===== config.mk =====
export PLATFORM = sky130hd
export DESIGN_NAME = wbr_segment_sd1
export DESIGN_NICKNAME = d
export VERILOG_FILES = /design/src/rtl/p1500_pkg.sv /design/src/rtl/wbr_cell_sd1.sv /design/src/rtl/wbr_segment_sd1.sv
export SDC_FILE = /design/constraint.sdc
export NUM_CORES = 1
export LEC_CHECK = 0
export ABC_AREA = 1
export BUFFER_PORTS_ARGS = -buffer_cell sky130_fd_sc_hd__buf_2
export CAP_MARGIN = 20
export CELL_PAD_IN_SITES_DETAIL_PLACEMENT = 1
export CELL_PAD_IN_SITES_GLOBAL_PLACEMENT = 1
export CORE_MARGIN = 5
export CORE_UTILIZATION = 31
export CTS_CLUSTER_DIAMETER = 200
export DETAILED_ROUTE_END_ITERATION = 10
export PLACE_DENSITY_LB_ADDON = 0.08
export SETUP_SLACK_MARGIN = 0.5
export SLEW_MARGIN = 10
export SYNTH_ARGS = -nofsm -noshare
export SYNTH_HDL_FRONTEND = slang
export SYNTH_SLANG_ARGS = --single-unit

===== constraint.sdc =====
create_clock -name wrck -period 1 [get_ports wrck]
set_clock_uncertainty 0.15 [all_clocks]
set_input_delay 0.2 -clock wrck [delete_from_list [all_inputs] [get_ports wrck]]
set_output_delay 0.2 -clock wrck [all_outputs]
set_load 0.005 [all_outputs]

===== src/rtl/p1500_pkg.sv =====
// Shared types for the IEEE 1500 wrapper boundary register segment.
//   wbr_op_e    : shift-stage operation selected for the current wrck cycle
//   decode_op() : resolves the raw shift/capture/transfer pins into one op,
//                 priority shift > capture > transfer > hold. Conflicting pins
//                 are legal; priority is the only arbitration.
package p1500_pkg;

    typedef enum logic [1:0] {
        OP_HOLD     = 2'd0,
        OP_SHIFT    = 2'd1,
        OP_CAPTURE  = 2'd2,
        OP_TRANSFER = 2'd3
    } wbr_op_e;

    function automatic wbr_op_e decode_op(
        input logic shift,
        input logic capture,
        input logic transfer
    );
        wbr_op_e op;
        if (shift)
            op = OP_SHIFT;
        else if (capture)
            op = OP_CAPTURE;
        else if (transfer)
            op = OP_TRANSFER;
        else
            op = OP_HOLD;
        return op;
    endfunction

endpackage


===== src/rtl/wbr_cell_sd1.sv =====
// One dedicated boundary cell: shift flop, update flop and functional output mux.
// Ports:
//   wrck, arst   : wrapper clock (posedge), async active-high reset
//   op_i         : decoded shift-stage operation, shared by all cells
//   update_i     : load update flop from shift flop (independent of op_i)
//   si_i / so_o  : serial chain in / out (so_o is the shift flop)
//   cfi_i/cfo_o  : functional input / output of this cell
//   io_face_i    : capture source, 1 = cfi_i, 0 = cfo_o loopback
//   mode_i       : 0 = functional passthrough, 1 = test
//   safe_i       : in test mode, drive SAFE_BIT instead of the update flop
module wbr_cell_sd1
    import p1500_pkg::*;
#(
    parameter logic RESET_BIT = 1'b0,
    parameter logic SAFE_BIT  = 1'b0
) (
    input  logic    wrck,
    input  logic    arst,
    input  wbr_op_e op_i,
    input  logic    update_i,
    input  logic    si_i,
    output logic    so_o,
    input  logic    cfi_i,
    output logic    cfo_o,
    input  logic    io_face_i,
    input  logic    mode_i,
    input  logic    safe_i
);

    logic shift_d, shift_q;
    logic upd_d,   upd_q;

    always_comb begin
        cfo_o = cfi_i;
        if (mode_i)
            cfo_o = safe_i ? SAFE_BIT : upd_q;
    end

    always_comb begin
        shift_d = shift_q;
        case (op_i)
            OP_SHIFT:    shift_d = si_i;
            // io_face=0 samples the output actually presented, including safe
            OP_CAPTURE:  shift_d = io_face_i ? cfi_i : cfo_o;
            OP_TRANSFER: shift_d = upd_q;
            default:     shift_d = shift_q;
        endcase
    end

    // Update samples the pre-edge shift flop, so update+shift in one cycle is safe.
    always_comb begin
        upd_d = update_i ? shift_q : upd_q;
    end

    always_ff @(posedge wrck or posedge arst) begin
        if (arst) begin
            shift_q <= RESET_BIT;
            upd_q   <= RESET_BIT;
        end else begin
            shift_q <= shift_d;
            upd_q   <= upd_d;
        end
    end

    assign so_o = shift_q;

endmodule


===== src/rtl/wbr_segment_sd1.sv =====
// Wrapper boundary register segment of WIDTH dedicated cells.
// Serial data enters cell WIDTH-1 from wsi and leaves cell 0 on wso (LSB first).
// Ports:
//   wrck, arst                : wrapper clock (posedge), async active-high reset
//   wsi / wso                 : wrapper serial in / out (wso is registered)
//   cfi / cfo                 : core functional inputs / outputs, WIDTH bits
//   shift, capture, transfer  : shift-stage controls, priority in that order
//   update                    : load update stage from shift stage
//   io_face                   : capture source, 1 = cfi, 0 = cfo loopback
//   mode                      : 0 = functional (cfo = cfi), 1 = test
//   safe                      : in test mode, force cfo = SAFE_VALUE
module wbr_segment_sd1
    import p1500_pkg::*;
#(
    parameter int               WIDTH       = 4,
    parameter logic [WIDTH-1:0] SAFE_VALUE  = '0,
    parameter logic [WIDTH-1:0] RESET_VALUE = '0
) (
    input  logic             wrck,
    input  logic             arst,
    input  logic             wsi,
    output logic             wso,
    input  logic [WIDTH-1:0] cfi,
    output logic [WIDTH-1:0] cfo,
    input  logic             shift,
    input  logic             capture,
    input  logic             transfer,
    input  logic             update,
    input  logic             io_face,
    input  logic             mode,
    input  logic             safe
);

    wbr_op_e op;

    // ser[WIDTH] is the chain head (wsi), ser[0] the tail (wso).
    logic [WIDTH:0] ser;

    assign op         = decode_op(shift, capture, transfer);
    assign ser[WIDTH] = wsi;
    assign wso        = ser[0];

    for (genvar i = 0; i < WIDTH; i++) begin : g_cell
        wbr_cell_sd1 #(
            .RESET_BIT (RESET_VALUE[i]),
            .SAFE_BIT  (SAFE_VALUE[i])
        ) u_cell (
            .wrck      (wrck),
            .arst      (arst),
            .op_i      (op),
            .update_i  (update),
            .si_i      (ser[i+1]),
            .so_o      (ser[i]),
            .cfi_i     (cfi[i]),
            .cfo_o     (cfo[i]),
            .io_face_i (io_face),
            .mode_i    (mode),
            .safe_i    (safe)
        );
    end

endmodule


; ---- Word-level counts from Yosys, hierarchy flattened
; Cells that the tools add are included.
[totals]
word_cells = 31
regBits = 8
inputBits = 14
out_inout_bits = 5
[classes]
n_mux = 19
reduce_logical = 1
n_eq_ne = 3
[ops]
columns = operator, count
row1 = 1-bit 2-to-1 mux, 12
row2 = 1-bit case mux with 3 select lines, 4
row3 = 2-bit 2-to-1 mux, 3
row4 = 2-bit equality test (second input constant), 2
row5 = 3-bit nonzero test, 1
row6 = 2-bit by 1-bit equality test with 1-bit output (second input constant), 1

; ---- Logic depth before layout (Yosys ltp)
; Gate-level depths: netlist (run 1).
[depth]
word_depth = 5
ltp_mapped = 6
depth_no_buf = 6

; ---- By module
; From an unflattened synthesis (run 1), not the netlist that was laid out.
[hier_totals]
hier_cells = 94
area_unflattened_um2 = 583.1
[modules_own_cells]
columns = mod, n_inst, seq_area_each_um2, area_per_inst_um2, cells_each
row1 = wbr_cell_sd1, 4, 50.0, 140.1, 22
row2 = wbr_segment_sd1, 1, 0.0, 22.5, 6

; ---- Least setup slack after synthesis (run 1)
; OpenSTA, ideal clock, no wires.
[synth_path]
path_type = reg-to-output
from = register g_cell[1].u_cell.upd_q
to = output port cfo[1]
t_required_ns = 0.650
arrival_ns = 0.611
n_path_buf = 1
path_stages_with_launch = 4
setup_slack_ns = 0.039
cell_sequence = dfrtp_1 -> nand3_1 -> nand2_1 -> buf_4
[synth_via]
elab_chain_cells = 2
[synth_rtl]
columns = element, line_no
row1 = start: declaration, wbr_cell_sd1.sv:31  ; logic upd_d, upd_q;
row2 = start signal: assignment, wbr_cell_sd1.sv:61  ; upd_q <= upd_d;
row3 = 1-bit 2-to-1 mux, wbr_cell_sd1.sv:36  ; cfo_o = safe_i ? SAFE_BIT : upd_q;
row4 = 1-bit 2-to-1 mux, wbr_cell_sd1.sv:35  ; if (mode_i)
row5 = end: declaration, wbr_segment_sd1.sv:24  ; output logic [WIDTH-1:0] cfo,
; No other way between the ends.

; ---- Worst setup path in the final report (run 1)
; Same ends and word-level chain as after synthesis.

==> qor.yml, run 1 <==
global_routing:
  grt_pass1_wl_um: 2480
  grt_max_degree: 9
  grt-ovfl-total: 0
  antenna_found_initial: 0
  grt_pass1_vias: 589
  grtUsageTotal_pct: 12.6
timing:
  rsz0062_at_grt: "true"
  period_share_pct: 126
  tightest_slew_ns: 0.311
  maxSlewViolCount: 0
  finalSetupViolCount: 8
  hold_viol_final: 8
  setup-tns-final_ns: -1.40
  period_minus_slack_ns: 1.26
  finalWorstSetupSlack_ns: -0.258
  slew-limit-headroom_pct: 79.2
  fin_hold_ws_ns: -0.274
  fmax_ghz: 0.795
place:
  post-dp-hpwl_um: 1260
  pre_cts_ws_ns: -0.106
  dp.cells: 131
  portBuffers: 18
  place.gp.congestion: 0.752
run_status:
  violations: "negative hold slack, negative setup slack"
  status: "finished, violations left"
yosys:
  synth_edf_count: 0
  ys_ff_latch: 8
  synth_top_cell_by_area: "dfrtp_1"
  synth_common_cells: "nor2_1 (30), nand2_1 (19), inv_1 (10), nand3_1 (9), dfrtp_1 (8)"
  ys_top_cells_by_area: "dfrtp_1 (36%), nor2_1 (20%), nand2_1 (13%)"
  syn-cell-area_um2: 551
  ys_seq_area_share_pct: 36.4
  synth.most_common_cell: "nor2_1"
  synth_fp_nets: 104
  yosys_warnings: 0
  postSynthAreaPerCell_um2: 6.12
  synth_flop_cell: "dfrtp_1"
  synth_top_area_share_pct: 36.4
  synthArstFlopShare_pct: 100
  yosys.cell_types.count: 10
  postSynthCellCount: 90
power_and_ir_drop:
  p_leak_nw: 0.431
  powerDensity_nw_per_um2: 1240
  finalPower_mw: 0.976
  peakVddDrop_v: 0.000584
detailed_routing:
  drt_iter0_drc: 4
  num_vias: 615
  drc_errors: 0
  viasPerCell: 4.36
  dr.pass1.iters: 3
  avgRoutedWirePerCell_um: 11.5
  drt_wl_total_um: 1620
  ant_nets: 0
die:
  coreArea_um2: 1710
  die_w_um: 52.1
  die-area_um2: 2720
  start_util_pct: 32.2
  die-height_um: 52.1
  ios: 19
  row_count: 15
cts:
  clockBufferDepth: 2
  cts-root-buf: "clkbuf_4"
  cts_inserted_buffers: 3
  cts_tree: "built"
  clk_pin_slew_ns: 0.06
  htreeDepth: 1
  cts.sinks: 8
  worstSkewPairLatency_ns: 0.26
worst_setup_path:
  required_ns: 0.65
  setup.worst_path.start_class: "flip-flop"
  crit_type: "flip-flop to output pin"
  critPathMaxStageDelay_ns: 0.40
  cp-end-kind: "output pin"
  cp_slowest_cell: "dfrtp_1"
  arrival_ns: 0.91
  crit_buf_inv: 1
  path_cells: "nand3_2 -> nand2_1 -> buf_2"
  crit_fanout: 2
  critPathTopFamily: "flip-flops"
cells_and_area:
  utilization_pct: 46.2
  fin_cells: 141
  n_antenna_cell: 0
  nFillCells: 239
  drive_above_1_share_pct: 37.1
  syn2layout_area_growth_pct: 43.2
  nNetsFinal: 132
worst_hold_path:
  hold_path.class: "input port to asynchronous set/reset pin"
run:
  cap_violations: 0
## final timing paths
| check | start | end | slack (ns) | cells past startpoint |
|---|---|---|---|---|
| worst min-delay path | arst | g_cell[1].u_cell.so_o$_DFFE_PP0P_ | -0.27 | 2 |
| worst max register to register | g_cell[3].u_cell.upd_q$_DFFE_PP0P_ | g_cell[3].u_cell.so_o$_DFFE_PP0P_ | -0.16 | 6 |
| worst max-delay path | g_cell[1].u_cell.upd_q$_DFFE_PP0P_ | cfo[1] | -0.26 | 3 |
| max in group asynchronous | arst | g_cell[0].u_cell.upd_q$_DFFE_PP0P_ | 0.74 | 2 |
| min in group wrck | update | g_cell[0].u_cell.upd_q$_DFFE_PP0P_ | 0.08 | 2 |
| worst min register to register | g_cell[2].u_cell.so_o$_DFFE_PP0P_ | g_cell[2].u_cell.upd_q$_DFFE_PP0P_ | 0.40 | 2 |
## state kept, by name, summed over array words and instances (netlist names)
register / flops
g_cell.u_cell.so_o: 4
g_cell.u_cell.upd_q: 4
## cell usage in the layout, fill, tap and decap left out
cell and n:
nand2_2 3, inv_2 2, a21oi_2 1, o21ai_1 4
inv_1 8, nor2_1 30, buf_4 6, nand2_1 16
buf_6 4, nand3_2 6, a21oi_1 3, dfrtp_1 8
buf_2 17, nand3_1 4, inv_4 1, clkbuf_4 3
## routing by layer
layer  vias up  global-route usage, %  routed length, µm
li1        326                      -                  -
met1       268                   15.4                754
met2        16                   20.3                735
met3         5                   3.15                105
met4         0                   6.38                 28
met5         -                      0                  0
## layout make-up
| type | count | area [µm²] | share of cell area [%] |
|---|---|---|---|
| inverter | 11 | 43.8 | 5.56 |
| sequential | 8 | 200 | 25.4 |
| timing repair buffer | 27 | 175 | 22.2 |
| clock buffer | 3 | 22.5 | 2.86 |
| multi-input combinational | 67 | 315 | 40.0 |
| tap | 25 | 31.3 | 3.97 |
## logic make-up (layout without fill, tap and decap cells)
family | Yosys count | count (layout) | share of synthesized area (%)
buf+inv | 15 | 41 | 13.0
compound gates | 8 | 8 | 7.27
flops | 8 | 8 | 36.4
simple gates | 59 | 59 | 43.4
## where the power goes
part | switching [mW] | internal (mW) | leakage, nW
Combinational | 0.160 | 0.155 | 0.323
Sequential | 0.0329 | 0.369 | 0.0938
Clock | 0.120 | 0.138 | 0.0138
Total | 0.313 | 0.662 | 0.431
## metrics by stage
stage	hold WS, ns	area, µm²
floorplan	-0.134	556
global placement	0.0159	662
detailed placement	0.0164	662
CTS	-0.261	726
global route	-0.247	788
finish	-0.274	788
## timing repair
action	CTS	global route
setup endpoints to repair	13	13
hold endpoints to repair	8	8
pin swaps	8	1
resized for setup	5	10
buffers inserted	4	3
(Power assumes the default switching activity.)
==> run 2: changes to the inputs <==
--- a/config.mk
+++ b/config.mk
@@ -10,13 +10,13 @@
 export CAP_MARGIN = 20
 export CELL_PAD_IN_SITES_DETAIL_PLACEMENT = 1
 export CELL_PAD_IN_SITES_GLOBAL_PLACEMENT = 1
-export CORE_MARGIN = 5
-export CORE_UTILIZATION = 31
+export CORE_MARGIN = 3
+export CORE_UTILIZATION = 32
 export CTS_CLUSTER_DIAMETER = 200
 export DETAILED_ROUTE_END_ITERATION = 10
 export PLACE_DENSITY_LB_ADDON = 0.08
-export SETUP_SLACK_MARGIN = 0.5
 export SLEW_MARGIN = 10
 export SYNTH_ARGS = -nofsm -noshare
 export SYNTH_HDL_FRONTEND = slang
+export SYNTH_HIERARCHICAL = 1
 export SYNTH_SLANG_ARGS = --single-unit
==> run 2 against run 1 <==
Net effect:
- the run ends with negative setup slack left
- combinational power increased by 21%
- wire length increased by 11%
- synthesized cell count increased by 4.4%
- global-route usage increased by 3.1 points
- power increased by 8.5%
- register-to-register slack about the same
- setup slack got worse by 0.053 ns
- critical path depth unchanged
- non-clock buffer count decreased by 1
- flip-flop and latch count unchanged
- worst hold slack improved by 0.38 ns
- die area decreased by 13%
==> qor.yml, run 2 <==
yosys:
  synth_top_family_by_area: "simple AND/OR/NAND/NOR gates"
  postSynthCellCount: 94
  ys_top_cells_by_area: "dfrtp_1 (34%), nand2_1 (17%), inv_1 (14%)"
  synth.most_common_cell: "nand2_1"
  synthAdderAreaFrac_pct: 0
  synth_fp_nets: 108
  yosys.cell_types.count: 11
  synth_top_cell_by_area: "dfrtp_1"
  ys_ff_latch: 8
  synth_flop_cell: "dfrtp_1"
  synth_edf_count: 0
  synth_common_cells: "nand2_1 (26), inv_1 (22), dfrtp_1 (8), nand3_1 (8), nor2_1 (6)"
  postSynthAreaPerCell_um2: 6.20
  ys_seq_area_share_pct: 34.3
  syn-cell-area_um2: 583
  synthMuxAreaShare_pct: 0
  synthXorXnorAreaFrac_pct: 0
  yosys_warnings: 6
  synth-simple-area-share_pct: 36.1
  synth_compound_area_share_pct: 12.9
  synth_top_area_share_pct: 34.3
  synthArstFlopShare_pct: 100
global_routing:
  antenna_found_initial: 0
  grt_pass1_vias: 640
  grt-ovfl-total: 0
  grtUsageTotal_pct: 15.7
  grt_max_degree: 9
  grt_pass1_wl_um: 2790
cts:
  cts-root-buf: "clkbuf_4"
  clockBufferDepth: 2
  htreeDepth: 1
  worstSkewPairLatency_ns: 0.26
  cts.sinks: 8
  clk_pin_slew_ns: 0.05
  cts_inserted_buffers: 3
  cts_tree: "built"
timing:
  fmax_ghz: 0.763
  hold_viol_final: 0
  tightest_slew_ns: 0.307
  slew-limit-headroom_pct: 79.5
  setup-tns-final_ns: -1.46
  finalSetupViolCount: 10
  period_minus_slack_ns: 1.31
  period_share_pct: 131
  finalWorstSetupSlack_ns: -0.311
  rsz0062_at_grt: "true"
  maxSlewViolCount: 0
die:
  start_util_pct: 36.2
  ios: 19
  die-height_um: 48.7
  row_count: 14
  die_w_um: 48.7
  coreArea_um2: 1610
  die-area_um2: 2370
worst_setup_path:
  arrival_ns: 0.96
  crit_buf_inv: 1
  cp-end-kind: "output pin"
  critPathTopFamily: "flip-flops"
  path_cells: "nand3_2 -> nand2_1 -> buf_2"
  required_ns: 0.65
  critPathMaxStageDelay_ns: 0.40
  cp_slowest_cell: "dfrtp_1"
  setup.worst_path.start_class: "flip-flop"
  crit_fanout: 2
  crit_type: "flip-flop to output pin"
detailed_routing:
  drt_iter0_drc: 5
  dr.pass1.iters: 4
  drt_wl_total_um: 1790
  viasPerCell: 4.53
  ant_nets: 0
  avgRoutedWirePerCell_um: 12.2
  num_vias: 666
  drc_errors: 0
cells_and_area:
  final_common_cell: "nand2_1"
  drive_above_1_share_pct: 40.7
  layout_common_cells: "nand2_1 (24), inv_1 (22), buf_2 (18)"
  utilization_pct: 53.0
  nNetsFinal: 139
  n_antenna_cell: 0
  syn2layout_area_growth_pct: 46.6
power_and_ir_drop:
  swShare_pct: 33.4
  p_leak_nw: 0.497
  p_comb_share_pct: 36.0
  powerDensity_nw_per_um2: 1240
  seqPwrFrac_pct: 39.6
  p_clk_share_pct: 24.3
  peakVddDrop_v: 0.000837
  p_int_mw: 0.704
  p_sw_mw: 0.354
place:
  post-dp-hpwl_um: 1330
  portBuffers: 18
  pre_cts_ws_ns: -0.191
  place.gp.congestion: 0.707
run_status:
  status: "finished, violations left"
  violations: "negative setup slack"
worst_hold_path:
  hold_path.class: "input port to flip-flop"
run:
  cap_violations: 0
[run 2: changes by cell type after synthesis, sizes merged]
cell / before / now
a21oi: 4 / 8
and3: 0 / 4
buf: 4 / 0
inv: 11 / 26
nand2: 19 / 26
nand3: 10 / 8
nor2: 30 / 10
[run 2: cell type report]
class	instances	area [µm²]
clock buffer	3	22.5
fill	229	757
inverter	26	97.6
multi-input combinational	60	337
sequential	8	200
tap	24	30.0
timing repair buffer	26	168
[run 2: kinds of logic after synthesis]
| kind of cell | count (synthesis) |
|---|---|
| compound gates | 12 |
| simple gates | 48 |
| buf+inv | 26 |
| flops | 8 |
[run 2: path summary, 6_finish.rpt]
check	endpoint	slack [ns]	start	depth (start not counted)
max	cfo[3]	-0.31	g_cell[3].u_cell/upd_q$_DFFE_PP0P_	3
min	g_cell[1].u_cell/upd_q$_DFFE_PP0P_	0.10	update	2
max reg2reg	g_cell[1].u_cell/so_o$_DFFE_PP0P_	-0.17	g_cell[1].u_cell/upd_q$_DFFE_PP0P_	5
min reg2reg	g_cell[3].u_cell/upd_q$_DFFE_PP0P_	0.37	g_cell[3].u_cell/so_o$_DFFE_PP0P_	2
max in group asynchronous	g_cell[0].u_cell/upd_q$_DFFE_PP0P_	0.35	arst	3
min in group asynchronous	g_cell[2].u_cell/so_o$_DFFE_PP0P_	0.23	arst	3
[run 2: power by group through the flow]
| stage | sequential (mW) | clock, mW | combinational (mW) |
|---|---|---|---|
| 6_report | 0.419 | 0.258 | 0.381 |
| 5_1_grt | 0.426 | 0.282 | 0.429 |
| 4_1_cts | 0.415 | 0.271 | 0.334 |
| 3_5_place_dp | 0.429 | 0 | 0.263 |
| 3_3_place_gp | 0.432 | 0 | 0.250 |
| 2_1_floorplan | 0.414 | 0 | 0.167 |
[run 2: timing repair]
action	CTS	global route
endpoints found under the hold margin	8	0
setup endpoints to repair	6	9
pin swaps	6	3
setup buffers	6	2
resized for setup	3	11
hold buffers	1	0
[run 2: worst register-to-register path: cells and delay by family (launching register included)]
kind | cells | cell delay [ns]
compound gates | 1 | 0.03
buf+inv | 2 | 0.25
flops | 1 | 0.40
simple gates | 2 | 0.23
[run 2: per-layer routing]
metal / global-route usage, % / part of all wire, % / up-vias
met4: 8.53 / 2.0 / 0
met2: 24.7 / 49 / 21
met3: 4.91 / 5.7 / 4
met1: 18.9 / 43 / 302
met5: 0 / 0 / -
li1: - / - / 339
[run 2: metrics by stage]
stage / total power, mW / hold WS (ns) / instance area (µm²) / std cells
floorplan: 0.581 / -0.209 / 591 / 94
global placement: 0.682 / -0.0476 / 711 / 136
detailed placement: 0.692 / -0.0421 / 711 / 136
CTS: 1.02 / 0.0978 / 803 / 146
global route: 1.14 / 0.122 / 855 / 147
finish: 1.06 / 0.105 / 855 / 147
